## config.mk

```make
export PLATFORM = sky130hd
export DESIGN_NAME = alarm_ctrl_multi_flat
export DESIGN_NICKNAME = d
export VERILOG_FILES = /design/src/rtl/alarm_ctrl_multi_if.sv /design/src/rtl/alarm_ctrl_multi.sv /design/src/flat_wrapper.sv
export SDC_FILE = /design/constraint.sdc
export NUM_CORES = 1
export LEC_CHECK = 0
export CORE_UTILIZATION = 33
export CTS_CLUSTER_SIZE = 14
export DETAILED_ROUTE_END_ITERATION = 8
export DONT_BUFFER_PORTS = 1
export GPL_TIMING_DRIVEN = 0
export PLACE_DENSITY = 0.47
export SLEW_MARGIN = 40
export SYNTH_ARGS = -nofsm -noshare
export SYNTH_HDL_FRONTEND = slang
export SYNTH_SLANG_ARGS = --single-unit
```

## constraint.sdc

```tcl
create_clock -name clock -period 2.55 [get_ports clock]
set_input_delay 0.51 -clock clock [delete_from_list [all_inputs] [get_ports clock]]
set_output_delay 0.51 -clock clock [all_outputs]
set_load 0.05 [all_outputs]
```

## src/rtl/alarm_ctrl_multi_if.sv

```systemverilog
// Sensor, programming and status bundle for alarm_ctrl_multi.
//   master: debouncers / programming host (drive inputs, observe outputs)
//   slave : alarm_ctrl_multi
//   Inputs : one_hz_enable, ignition, zones, reprogram, prog_sel, prog_val
//   Outputs: status, enable_siren, trigger_zone, bypass, timer_value,
//            state_display, arm_state_display
interface alarm_ctrl_multi_if #(
  parameter int unsigned N_ZONES = 4,
  parameter int unsigned CNT_W   = 6
);
  logic               one_hz_enable;
  logic               ignition;
  logic [N_ZONES-1:0] zones;
  logic               reprogram;
  logic [1:0]         prog_sel;
  logic [CNT_W-1:0]   prog_val;
  logic               status;
  logic               enable_siren;
  logic [N_ZONES-1:0] trigger_zone;
  logic [N_ZONES-1:0] bypass;
  logic [CNT_W-1:0]   timer_value;
  logic [2:0]         state_display;
  logic [1:0]         arm_state_display;

  modport master (
    output one_hz_enable, ignition, zones, reprogram, prog_sel, prog_val,
    input  status, enable_siren, trigger_zone, bypass, timer_value,
           state_display, arm_state_display
  );

  modport slave (
    input  one_hz_enable, ignition, zones, reprogram, prog_sel, prog_val,
    output status, enable_siren, trigger_zone, bypass, timer_value,
           state_display, arm_state_display
  );
endinterface

```

## src/rtl/alarm_ctrl_multi.sv

```systemverilog
// Multi-zone vehicle alarm controller with built-in 1 Hz countdown timer,
// run-time programmable delays and a siren-duration limit with zone bypass.
//   clock, reset : system clock, synchronous active-high reset
//   bus (slave)  : tick/ignition/zones/programming in; LED, siren, latched
//                  zones, bypass mask, countdown and state codes out
module alarm_ctrl_multi #(
  parameter int unsigned N_ZONES        = 4,
  parameter int unsigned CNT_W          = 6,
  parameter int unsigned T_ARM_DEF      = 6,
  parameter int unsigned T_DRIVER_DEF   = 8,
  parameter int unsigned T_PASS_DEF     = 15,
  parameter int unsigned T_ALARM_ON_DEF = 10,
  parameter int unsigned SIREN_MAX      = 30
) (
  input logic          clock,
  input logic          reset,
  alarm_ctrl_multi_if.slave bus
);

  localparam int unsigned SCNT_W = $clog2(SIREN_MAX + 1);

  typedef enum logic [2:0] {
    ST_SET     = 3'd0,
    ST_OFF     = 3'd1,
    ST_TRIGGER = 3'd2,
    ST_ON      = 3'd3,
    ST_STOP    = 3'd4
  } main_e;

  typedef enum logic [1:0] {
    AR_WAIT_IGN_OFF    = 2'd0,
    AR_WAIT_DOOR_OPEN  = 2'd1,
    AR_WAIT_DOOR_CLOSE = 2'd2,
    AR_START_DELAY     = 2'd3
  } arm_e;

  main_e              main_q, main_d;
  arm_e               arm_q, arm_d;
  logic [CNT_W-1:0]   tmr_q, tmr_d;
  logic               run_q, run_d;
  logic               status_q, status_d;
  logic               siren_q, siren_d;
  logic               blink_q, blink_d;
  logic [N_ZONES-1:0] trig_q, trig_d;
  logic [N_ZONES-1:0] byp_q, byp_d;
  logic [SCNT_W-1:0]  scnt_q, scnt_d;
  logic [CNT_W-1:0]   dly_q [4];
  logic [CNT_W-1:0]   dly_d [4];

  logic [N_ZONES-1:0] eff_c;
  logic               tick_c;
  logic               tmr_exp_c;
  logic               tmr_start_c;
  logic               tmr_stop_c;
  logic [CNT_W-1:0]   tmr_load_c;
  logic               arm_go_delay_c;
  logic               arm_go_close_c;

  assign tick_c    = bus.one_hz_enable;
  assign eff_c     = bus.zones & ~byp_q;
  // Expiry is the single tick that walks a running timer from 1 to 0.
  assign tmr_exp_c = run_q && tick_c && (tmr_q == CNT_W'(1));

  // Next-state, timer and output computation.
  always_comb begin
    main_d         = main_q;
    arm_d          = arm_q;
    tmr_d          = tmr_q;
    run_d          = run_q;
    trig_d         = trig_q;
    byp_d          = byp_q & bus.zones;   // bypass drops once its zone reads closed
    scnt_d         = scnt_q;
    dly_d          = dly_q;
    blink_d        = 1'b0;
    status_d       = 1'b0;
    siren_d        = 1'b0;
    tmr_start_c    = 1'b0;
    tmr_stop_c     = 1'b0;
    tmr_load_c     = '0;
    arm_go_delay_c = 1'b0;
    arm_go_close_c = 1'b0;

    // Arm sub-FSM runs independently of the main state.
    case (arm_q)
      AR_WAIT_IGN_OFF: begin
        if (!bus.ignition) arm_d = AR_WAIT_DOOR_OPEN;
      end
      AR_WAIT_DOOR_OPEN: begin
        if (bus.zones[0]) arm_d = AR_WAIT_DOOR_CLOSE;
      end
      AR_WAIT_DOOR_CLOSE: begin
        if (bus.ignition) begin
          arm_d = AR_WAIT_IGN_OFF;
        end else if (bus.zones == '0) begin
          arm_d          = AR_START_DELAY;
          arm_go_delay_c = 1'b1;
        end
      end
      AR_START_DELAY: begin
        if (bus.ignition) begin
          arm_d = AR_WAIT_IGN_OFF;
        end else if (bus.zones != '0) begin
          arm_d          = AR_WAIT_DOOR_CLOSE;
          arm_go_close_c = 1'b1;
        end
      end
    endcase

    // Main FSM: reprogram beats ignition beats normal sequencing.
    if (bus.reprogram) begin
      dly_d[bus.prog_sel] = bus.prog_val;
      main_d              = ST_SET;
      tmr_stop_c          = 1'b1;
      byp_d               = '0;
      scnt_d              = '0;
    end else if (bus.ignition) begin
      main_d     = ST_OFF;
      tmr_stop_c = 1'b1;
      byp_d      = '0;
    end else begin
      // The arm countdown only owns the timer while the main FSM sits in OFF.
      if (main_q == ST_OFF && arm_go_delay_c) begin
        tmr_start_c = 1'b1;
        tmr_load_c  = dly_q[0];
      end
      if (main_q == ST_OFF && arm_go_close_c) tmr_stop_c = 1'b1;

      case (main_q)
        ST_SET: begin
          if (eff_c != '0) begin
            main_d      = ST_TRIGGER;
            tmr_start_c = 1'b1;
            tmr_load_c  = eff_c[0] ? dly_q[1] : dly_q[2];
            trig_d      = eff_c;
          end
        end
        ST_TRIGGER: begin
          if (tmr_exp_c) begin
            main_d = ST_ON;
            scnt_d = '0;
          end
        end
        ST_ON, ST_STOP: begin
          if (tick_c) scnt_d = scnt_q + SCNT_W'(1);
          if (tick_c && (scnt_q == SCNT_W'(SIREN_MAX - 1))) begin
            // Siren ran too long: rearm and mask zones that are stuck open.
            main_d     = ST_SET;
            byp_d      = byp_d | bus.zones;
            tmr_stop_c = 1'b1;
          end else if (main_q == ST_ON) begin
            if (eff_c == '0) begin
              main_d      = ST_STOP;
              tmr_start_c = 1'b1;
              tmr_load_c  = dly_q[3];
            end
          end else if (eff_c != '0) begin
            main_d     = ST_ON;
            tmr_stop_c = 1'b1;
          end else if (tmr_exp_c) begin
            main_d = ST_SET;
          end
        end
        ST_OFF: begin
          if ((arm_q == AR_START_DELAY) && tmr_exp_c) main_d = ST_SET;
        end
        default: main_d = ST_SET;
      endcase
    end

    if (main_d == ST_SET || main_d == ST_OFF) trig_d = '0;

    // Countdown: load beats stop beats decrement; a zero delay loads 1.
    if (tmr_start_c) begin
      tmr_d = (tmr_load_c == '0) ? CNT_W'(1) : tmr_load_c;
      run_d = 1'b1;
    end else if (tmr_stop_c) begin
      run_d = 1'b0;
    end else if (run_q && tick_c) begin
      tmr_d = tmr_q - CNT_W'(1);
      if (tmr_q == CNT_W'(1)) run_d = 1'b0;
    end

    // Blink only advances on ticks spent in SET; it restarts at 0 on entry.
    blink_d  = (main_d == ST_SET) ? (blink_q ^ (tick_c && (main_q == ST_SET))) : 1'b0;
    status_d = (main_d == ST_SET) ? blink_d : (main_d != ST_OFF);
    siren_d  = (main_d == ST_ON) || (main_d == ST_STOP);
  end

  // State and output registers.
  always_ff @(posedge clock) begin
    if (reset) begin
      main_q   <= ST_SET;
      arm_q    <= AR_WAIT_IGN_OFF;
      tmr_q    <= '0;
      run_q    <= 1'b0;
      status_q <= 1'b0;
      siren_q  <= 1'b0;
      blink_q  <= 1'b0;
      trig_q   <= '0;
      byp_q    <= '0;
      scnt_q   <= '0;
      dly_q[0] <= CNT_W'(T_ARM_DEF);
      dly_q[1] <= CNT_W'(T_DRIVER_DEF);
      dly_q[2] <= CNT_W'(T_PASS_DEF);
      dly_q[3] <= CNT_W'(T_ALARM_ON_DEF);
    end else begin
      main_q   <= main_d;
      arm_q    <= arm_d;
      tmr_q    <= tmr_d;
      run_q    <= run_d;
      status_q <= status_d;
      siren_q  <= siren_d;
      blink_q  <= blink_d;
      trig_q   <= trig_d;
      byp_q    <= byp_d;
      scnt_q   <= scnt_d;
      dly_q    <= dly_d;
    end
  end

  assign bus.status            = status_q;
  assign bus.enable_siren      = siren_q;
  assign bus.trigger_zone      = trig_q;
  assign bus.bypass            = byp_q;
  assign bus.timer_value       = tmr_q;
  assign bus.state_display     = main_q;
  assign bus.arm_state_display = arm_q;

endmodule

```

## src/flat_wrapper.sv

```systemverilog
// flat-port wrapper written by rule: the top's interface ports become plain ports
module alarm_ctrl_multi_flat 
#(
  parameter int unsigned N_ZONES        = 4,
  parameter int unsigned CNT_W          = 6,
  parameter int unsigned T_ARM_DEF      = 6,
  parameter int unsigned T_DRIVER_DEF   = 8,
  parameter int unsigned T_PASS_DEF     = 15,
  parameter int unsigned T_ALARM_ON_DEF = 10,
  parameter int unsigned SIREN_MAX      = 30
)
  (clock, reset, bus_one_hz_enable, bus_ignition, bus_zones, bus_reprogram, bus_prog_sel, bus_prog_val, bus_status, bus_enable_siren, bus_trigger_zone, bus_bypass, bus_timer_value, bus_state_display, bus_arm_state_display);
  alarm_ctrl_multi_if #(.N_ZONES(N_ZONES), .CNT_W(CNT_W)) bus_i ();
  input logic clock;
  input logic reset;
  input wire logic [$bits(bus_i.one_hz_enable)-1:0] bus_one_hz_enable;
  input wire logic [$bits(bus_i.ignition)-1:0] bus_ignition;
  input wire logic [$bits(bus_i.zones)-1:0] bus_zones;
  input wire logic [$bits(bus_i.reprogram)-1:0] bus_reprogram;
  input wire logic [$bits(bus_i.prog_sel)-1:0] bus_prog_sel;
  input wire logic [$bits(bus_i.prog_val)-1:0] bus_prog_val;
  output wire logic [$bits(bus_i.status)-1:0] bus_status;
  output wire logic [$bits(bus_i.enable_siren)-1:0] bus_enable_siren;
  output wire logic [$bits(bus_i.trigger_zone)-1:0] bus_trigger_zone;
  output wire logic [$bits(bus_i.bypass)-1:0] bus_bypass;
  output wire logic [$bits(bus_i.timer_value)-1:0] bus_timer_value;
  output wire logic [$bits(bus_i.state_display)-1:0] bus_state_display;
  output wire logic [$bits(bus_i.arm_state_display)-1:0] bus_arm_state_display;
  assign bus_i.one_hz_enable = bus_one_hz_enable;
  assign bus_i.ignition = bus_ignition;
  assign bus_i.zones = bus_zones;
  assign bus_i.reprogram = bus_reprogram;
  assign bus_i.prog_sel = bus_prog_sel;
  assign bus_i.prog_val = bus_prog_val;
  assign bus_status = bus_i.status;
  assign bus_enable_siren = bus_i.enable_siren;
  assign bus_trigger_zone = bus_i.trigger_zone;
  assign bus_bypass = bus_i.bypass;
  assign bus_timer_value = bus_i.timer_value;
  assign bus_state_display = bus_i.state_display;
  assign bus_arm_state_display = bus_i.arm_state_display;
  alarm_ctrl_multi #(.N_ZONES(N_ZONES), .CNT_W(CNT_W), .T_ARM_DEF(T_ARM_DEF), .T_DRIVER_DEF(T_DRIVER_DEF), .T_PASS_DEF(T_PASS_DEF), .T_ALARM_ON_DEF(T_ALARM_ON_DEF), .SIREN_MAX(SIREN_MAX)) u_core (.clock(clock), .reset(reset), .bus(bus_i));
endmodule
```

# Yosys cells after proc, flatten, opt, wreduce, memory -nomap -nowiden
# Index checks and enable logic that the tools add are counted.
# W data, S select, Z words.
[totals]
reg_bits = 52
latch_bits = 0
ramBits = 0
romBits = 0
inputBits = 17
output_inout_bits = 21
word_cells = 143
mem_count = 0
[op_classes]
addsub = 2
mul = 0
n_div = 0
magnitude_cmp = 2
eq_ne = 20
shift = 0
muxes = 66
n_bitwise = 8
reduce_logical = 31
[op_table]
columns = ["cell", "count"]
rows = [
  ["$mux W6", 13],
  ["$mux W3", 10],
  ["$mux W1", 26],
  ["$bwmux W24", 1],
  ["$demux W6 S2", 1],
  ["$mux W2", 6],
  ["$pmux W3 S4", 1],
  ["$pmux W6 S2", 1],
  ["$reduce_and A4 Y1", 3],
  ["$mux W5", 2],
  ["$pmux W5 S2", 1],
  ["$eq A3 B2 Y1 const B", 3],
  ["$and A4 B4 Y4", 2],
  ["$logic_and A1 B1 Y1", 8],
  ["$logic_not A4 Y1", 2],
  ["$mux W4", 2],
  ["$pmux W2 S4", 1],
  ["$reduce_bool A4 Y1", 2],
  ["$eq A3 B1 Y1 const B", 2],
  ["$eq A3 B3 Y1 const B", 2],
  ["$eq A6 B1 Y1 const B", 1],
  ["$logic_not A3 Y1", 2],
  ["$logic_not A6 Y1", 1],
  ["$ne A2 B2 Y1 const B", 3],
  ["23 further kinds", 33],
]

# Longest topological paths before layout
[logic_depth]
ltp_word = 15
depth_mapped = 9
ltp_nobuf = 9

# Worst setup path after synthesis
# No wires, ideal clock.
[synth_timing]
path_kind = "register -> register"
startpoint = "reg u_core.byp_q[0] (netlist: u_core.bus.bypass[0])"
endpoint = "reg u_core.tmr_q[0] (netlist: u_core.bus.timer_value[0])"
setup_ns = 0.130
t_arrival_ns = 2.389
setup_slack_ns = 0.031
stages_incl_launch_ff = 9
period_less_slack_ns = 2.519
path_cell_list = "dfxtp_1 -> nor2b_1 -> buf_2 -> nor4_4 -> nor3b_4 -> o31ai_4 -> a2111oi_0 -> a211o_1 -> o31ai_1"
[synth_between]
elab_chain_len = 12
[synth_lines]
columns = ["element", "line_no", "rtl"]
rows = [
  ["start: declaration", "alarm_ctrl_multi.sv:45", "logic [N_ZONES-1:0] byp_q, byp_d;"],
  ["start signal: assignment", "alarm_ctrl_multi.sv:215", "byp_q <= byp_d;"],
  ["$not A4 Y4 (*)", "alarm_ctrl_multi.sv:60", "assign eff_c = bus.zones & ~byp_q;"],
  ["$and A4 B4 Y4 (*)", "alarm_ctrl_multi.sv:60", ""],
  ["$logic_not A4 Y1", "alarm_ctrl_multi.sv:151", "if (eff_c == '0) begin"],
  ["$mux W6", "alarm_ctrl_multi.sv:151", ""],
  ["$mux W6", "alarm_ctrl_multi.sv:150", "end else if (main_q == ST_ON) begin"],
  ["$mux W6", "alarm_ctrl_multi.sv:145", "if (tick_c && (scnt_q == SCNT_W'(SIREN_MAX - 1))) begin"],
  ["$pmux W6 S2", "alarm_ctrl_multi.sv:128", "case (main_q)"],
  ["$mux W6", "alarm_ctrl_multi.sv:116", "end else if (bus.ignition) begin"],
  ["$mux W6", "alarm_ctrl_multi.sv:110", "if (bus.reprogram) begin"],
  ["$logic_not A6 Y1", "alarm_ctrl_multi.sv:174", "tmr_d = (tmr_load_c == '0) ? CNT_W'(1) : tmr_load_c;"],
  ["$mux W6", "alarm_ctrl_multi.sv:174", ""],
  ["$mux W6", "alarm_ctrl_multi.sv:173", "if (tmr_start_c) begin"],
  ["end signal: assignment", "alarm_ctrl_multi.sv:209", "tmr_q <= tmr_d;"],
  ["end: declaration", "alarm_ctrl_multi.sv:39", "logic [CNT_W-1:0] tmr_q, tmr_d;"],
]
# Every way passes the cells marked *; elsewhere a longest branch is shown, timed or not.
# A chain may end at the register's enable or synchronous reset.

# Worst setup path in the final report
# Same ends and word-level chain as after synthesis.

==> results_dict.tcl <==
set metrics [dict create \
    ys.flop_type "dfxtp_1" \
    overflow 0 \
    syn_area_per_cell_um2 9.077 \
    area_growth_pct 13.30 \
    async_reset_ff_frac 0 \
    crit_type "flip-flop to flip-flop" \
    die_w_um 90.23 \
    cts_sinks 52 \
    finalCriticalPeriod_ps 2421 \
    rrSetupSlack_ps 130 \
    clkPwrFrac 0.367 \
    grt_pass1_vias 1985 \
    drc 0 \
    ys_warn_count 0 \
    fillers 781 \
    wire_per_inst_um 16.05 \
    synth_cell_type_count 53 \
    clk_latency_ps 310 \
    cts.htree.levels 2 \
    fmax_mhz 413.1 \
    critical_path.startpoint_type "flip-flop" \
    cts_buffers 5 \
    grt_pass1_wl_um 10470 \
    path_max_fanout 10 \
    hold_viol 0 \
    cp.arrival_ps 2590 \
    path_clk_slew_ps 100 \
    critPathCaptureType "flip-flop" \
    maxSlewHeadroom 0.5130 \
    vias 2047 \
    dpl.hpwl_um 4698 \
    die_h_um 90.23 \
    ctsHoldBuffers 0 \
    setup_tns_ps 0 \
    dp.cells 382 \
    rsz0062_at_grt "false" \
    worstPathRequired_ps 2720 \
    setup_ws_ps 129.4 \
    drt_iter0_drc 103 \
    place_area_um2 2698 \
    power_frac_comb 0.099 \
    boundaryPins 38 \
    swShare 0.2608 \
    multiInputGateArea_um2 1494 \
    grt_start_max_net_pins 16 \
    fp-row-count 31 \
    synth_fp_nets 304 \
    reg2regPathDepth 8 \
    ant_nets 0 \
    crit_path_start "u_core.bus.bypass[0]$_SDFF_PP0_" \
    power.share.sequential 0.534 \
    syn_area_um2 2569 \
    skew_ps 9.016 \
    finalInstanceArea_um2 2910 \
    instances_no_fill 395 \
    drive_above_1_share 0.1588 \
    diodes 0 \
    outcome "complete, no violations" \
    final_max_slew_viol_count 0 \
    r2r_end "u_core.bus.timer_value[0]$_SDFFE_PP0P_" \
    drtPass1Iterations 4 \
    synth_top_area_share 0.4053 \
    synth_top_cell_by_area "dfxtp_1" \
    wirelength_um 6340 \
    seq_area_frac_synth 0.4053 \
    place_ws_ps -550.8 \
    antenna_found_initial 0 \
    worst_pin_slew_ps 729.4 \
    p_int_uw 1256 \
    globalplace.congestion 0.7611 \
    syn_inst 283 \
    seqCellArea_um2 1056 \
    r2r_start "u_core.bus.bypass[0]$_SDFF_PP0_" \
    cts_tree "yes" \
    ys_top_cells_by_area "dfxtp_1 41%, mux2i_1 7.0%, nor2_1 5.7%" \
    clockBufferDepth 2 \
    cellLeakagePower_uw 0.001134 \
    fin_nets 316 \
    vdd_ir_drop_max_mv 0.2108 \
    die_area_um2 8141 \
    ys_ff_latch 52 \
    maxCapViolCount 0 \
    setup_viol 0 \
    total_power_uw 1699 \
    hp-class "input port to flip-flop" \
    grt_use_total 0.1629 \
    cts-root-buf "clkbuf_8" \
    min_period_over_period 0.9493 \
    switchingPower_uw 443.1 \
    vias_per_cell 5.182 \
    cp-endpoint "u_core.bus.timer_value[0]$_SDFFE_PP0P_" \
    power_density_nw_per_um2 583.9 \
    core_um2 7370 \
    port_buffers 0 \
    synth_edf_count 0 \
    initial_utilization 0.3486 \
]
-- critical path: stages, from the launching register on --
cell       delay, ps
dfxtp_4          460
nor2b_1           60
buf_2            190
nor4_4           410
nor3b_4          310
o31ai_4          160
a2111oi_1        470
a211o_1          160
o31ai_1           60
-- power groups by stage --
| stage | Clock, µW | Sequential [µW] | Combinational [µW] |
|---|---|---|---|
| 3_5_place_dp | 0 | 927 | 164 |
| 2_1_floorplan | 0 | 919 | 129 |
| 4_1_cts | 645 | 908 | 168 |
| 6_report | 624 | 907 | 168 |
| 5_1_grt | 675 | 912 | 190 |
| 3_3_place_gp | 0 | 926 | 164 |
-- routing by layer --
metal	GRT usage	wire, µm
met1	0.2271	3117
met2	0.2405	2835
met3	0.04569	369
met4	0.05376	18
met5	0	0
-- area by class of cell --
class | count | area share
buffer | 11 | 0.01591
clock buffer | 7 | 0.03310
clock inverter | 1 | 0.01032
inverter | 7 | 0.009028
multi-input combinational | 213 | 0.5133
sequential | 52 | 0.3629
tap | 99 | 0.04256
timing repair buffer | 5 | 0.01290
-- per-stage QoR --
stage | util | hold slack (ps)
2_1_floorplan | - | 434.7
3_3_place_gp | 0.3654 | 447.3
3_5_place_dp | 0.3660 | 450.8
4_1_cts | 0.3908 | 272.4
5_1_grt | 0.3949 | 267.8
6_report | 0.3949 | 285.8
-- sequential cells by signal, summed over array words and instances, names as in the netlist --
register,count
u_core.bus.status,1
u_core.bus.trigger_zone,4
u_core.bus.enable_siren,1
u_core.bus.timer_value,6
u_core.blink_q,1
u_core.run_q,1
u_core.bus.bypass,4
u_core.dly_q,24
u_core.scnt_q,5
u_core.bus.arm_state_display,2
u_core.bus.state_display,3
-- Yosys cell counts (2+ instances only) --
| cell type | number |
|---|---|
| nor3_1 | 3 |
| a21o_1 | 2 |
| nand2b_1 | 5 |
| nor3b_1 | 2 |
| a311o_1 | 2 |
| or3_1 | 3 |
| inv_1 | 7 |
| nand2_1 | 36 |
| a211o_1 | 6 |
| a21oi_1 | 13 |
| o21ai_0 | 3 |
| nand4b_1 | 2 |
| o211a_1 | 4 |
| clkbuf_1 | 9 |
| nand4_1 | 2 |
| a211oi_1 | 7 |
| buf_2 | 2 |
| mux2i_1 | 18 |
| xor2_1 | 3 |
| o31ai_1 | 2 |
| nor2b_1 | 10 |
| nand3b_1 | 7 |
| dfxtp_1 | 52 |
| nor2_1 | 39 |
| ha_1 | 4 |
| nand3_1 | 5 |
| nor4_4 | 2 |
| a221oi_1 | 3 |
| xnor2_1 | 6 |
-- cell families after synthesis --
| group | share of synthesized area |
|---|---|
| xor gates and xnor gates | 0.03069 |
| AOI/OAI and AO/OA | 0.1573 |
| DFF | 0.4053 |
| and+or+nand+nor | 0.2796 |
| adders and majority gates | 0.01948 |
| buffers and inverters | 0.02728 |
| muxes | 0.08037 |
-- worst min-delay path by stage --
stage                                                   endpoint                           from  slack, ps  cells past startpoint
after detailed placement           u_core.dly_q[15]$_SDFFE_PP1P_  u_core.dly_q[15]$_SDFFE_PP1P_        450                      1
after global placement             u_core.dly_q[10]$_SDFFE_PP0P_  u_core.dly_q[10]$_SDFFE_PP0P_        450                      2
final                     u_core.bus.state_display[1]$_SDFF_PP0_                          reset        290                      1
after floorplan                    u_core.dly_q[15]$_SDFFE_PP1P_  u_core.dly_q[15]$_SDFFE_PP1P_        430                      1
after global routing      u_core.bus.state_display[1]$_SDFF_PP0_                          reset        270                      1
after CTS                 u_core.bus.state_display[1]$_SDFF_PP0_                          reset        270                      1
-- repair_timing --
action | 4_1_cts | 5_1_grt
resized for setup | 12 | 8
setup buffers | 3 | 2
pin swaps | 3 | 2
endpoints found under the setup margin | 6 | 13
-- placed cells by master (no fill, tap or decap), drive strengths merged, types with 8 or more instances in the layout --
cell type / instances
dfxtp: 52
nor2: 40
nand2: 36
mux2i: 18
clkbuf: 16
a21oi: 13
nor2b: 10
a211oi: 8
(Power assumes the default switching activity.)
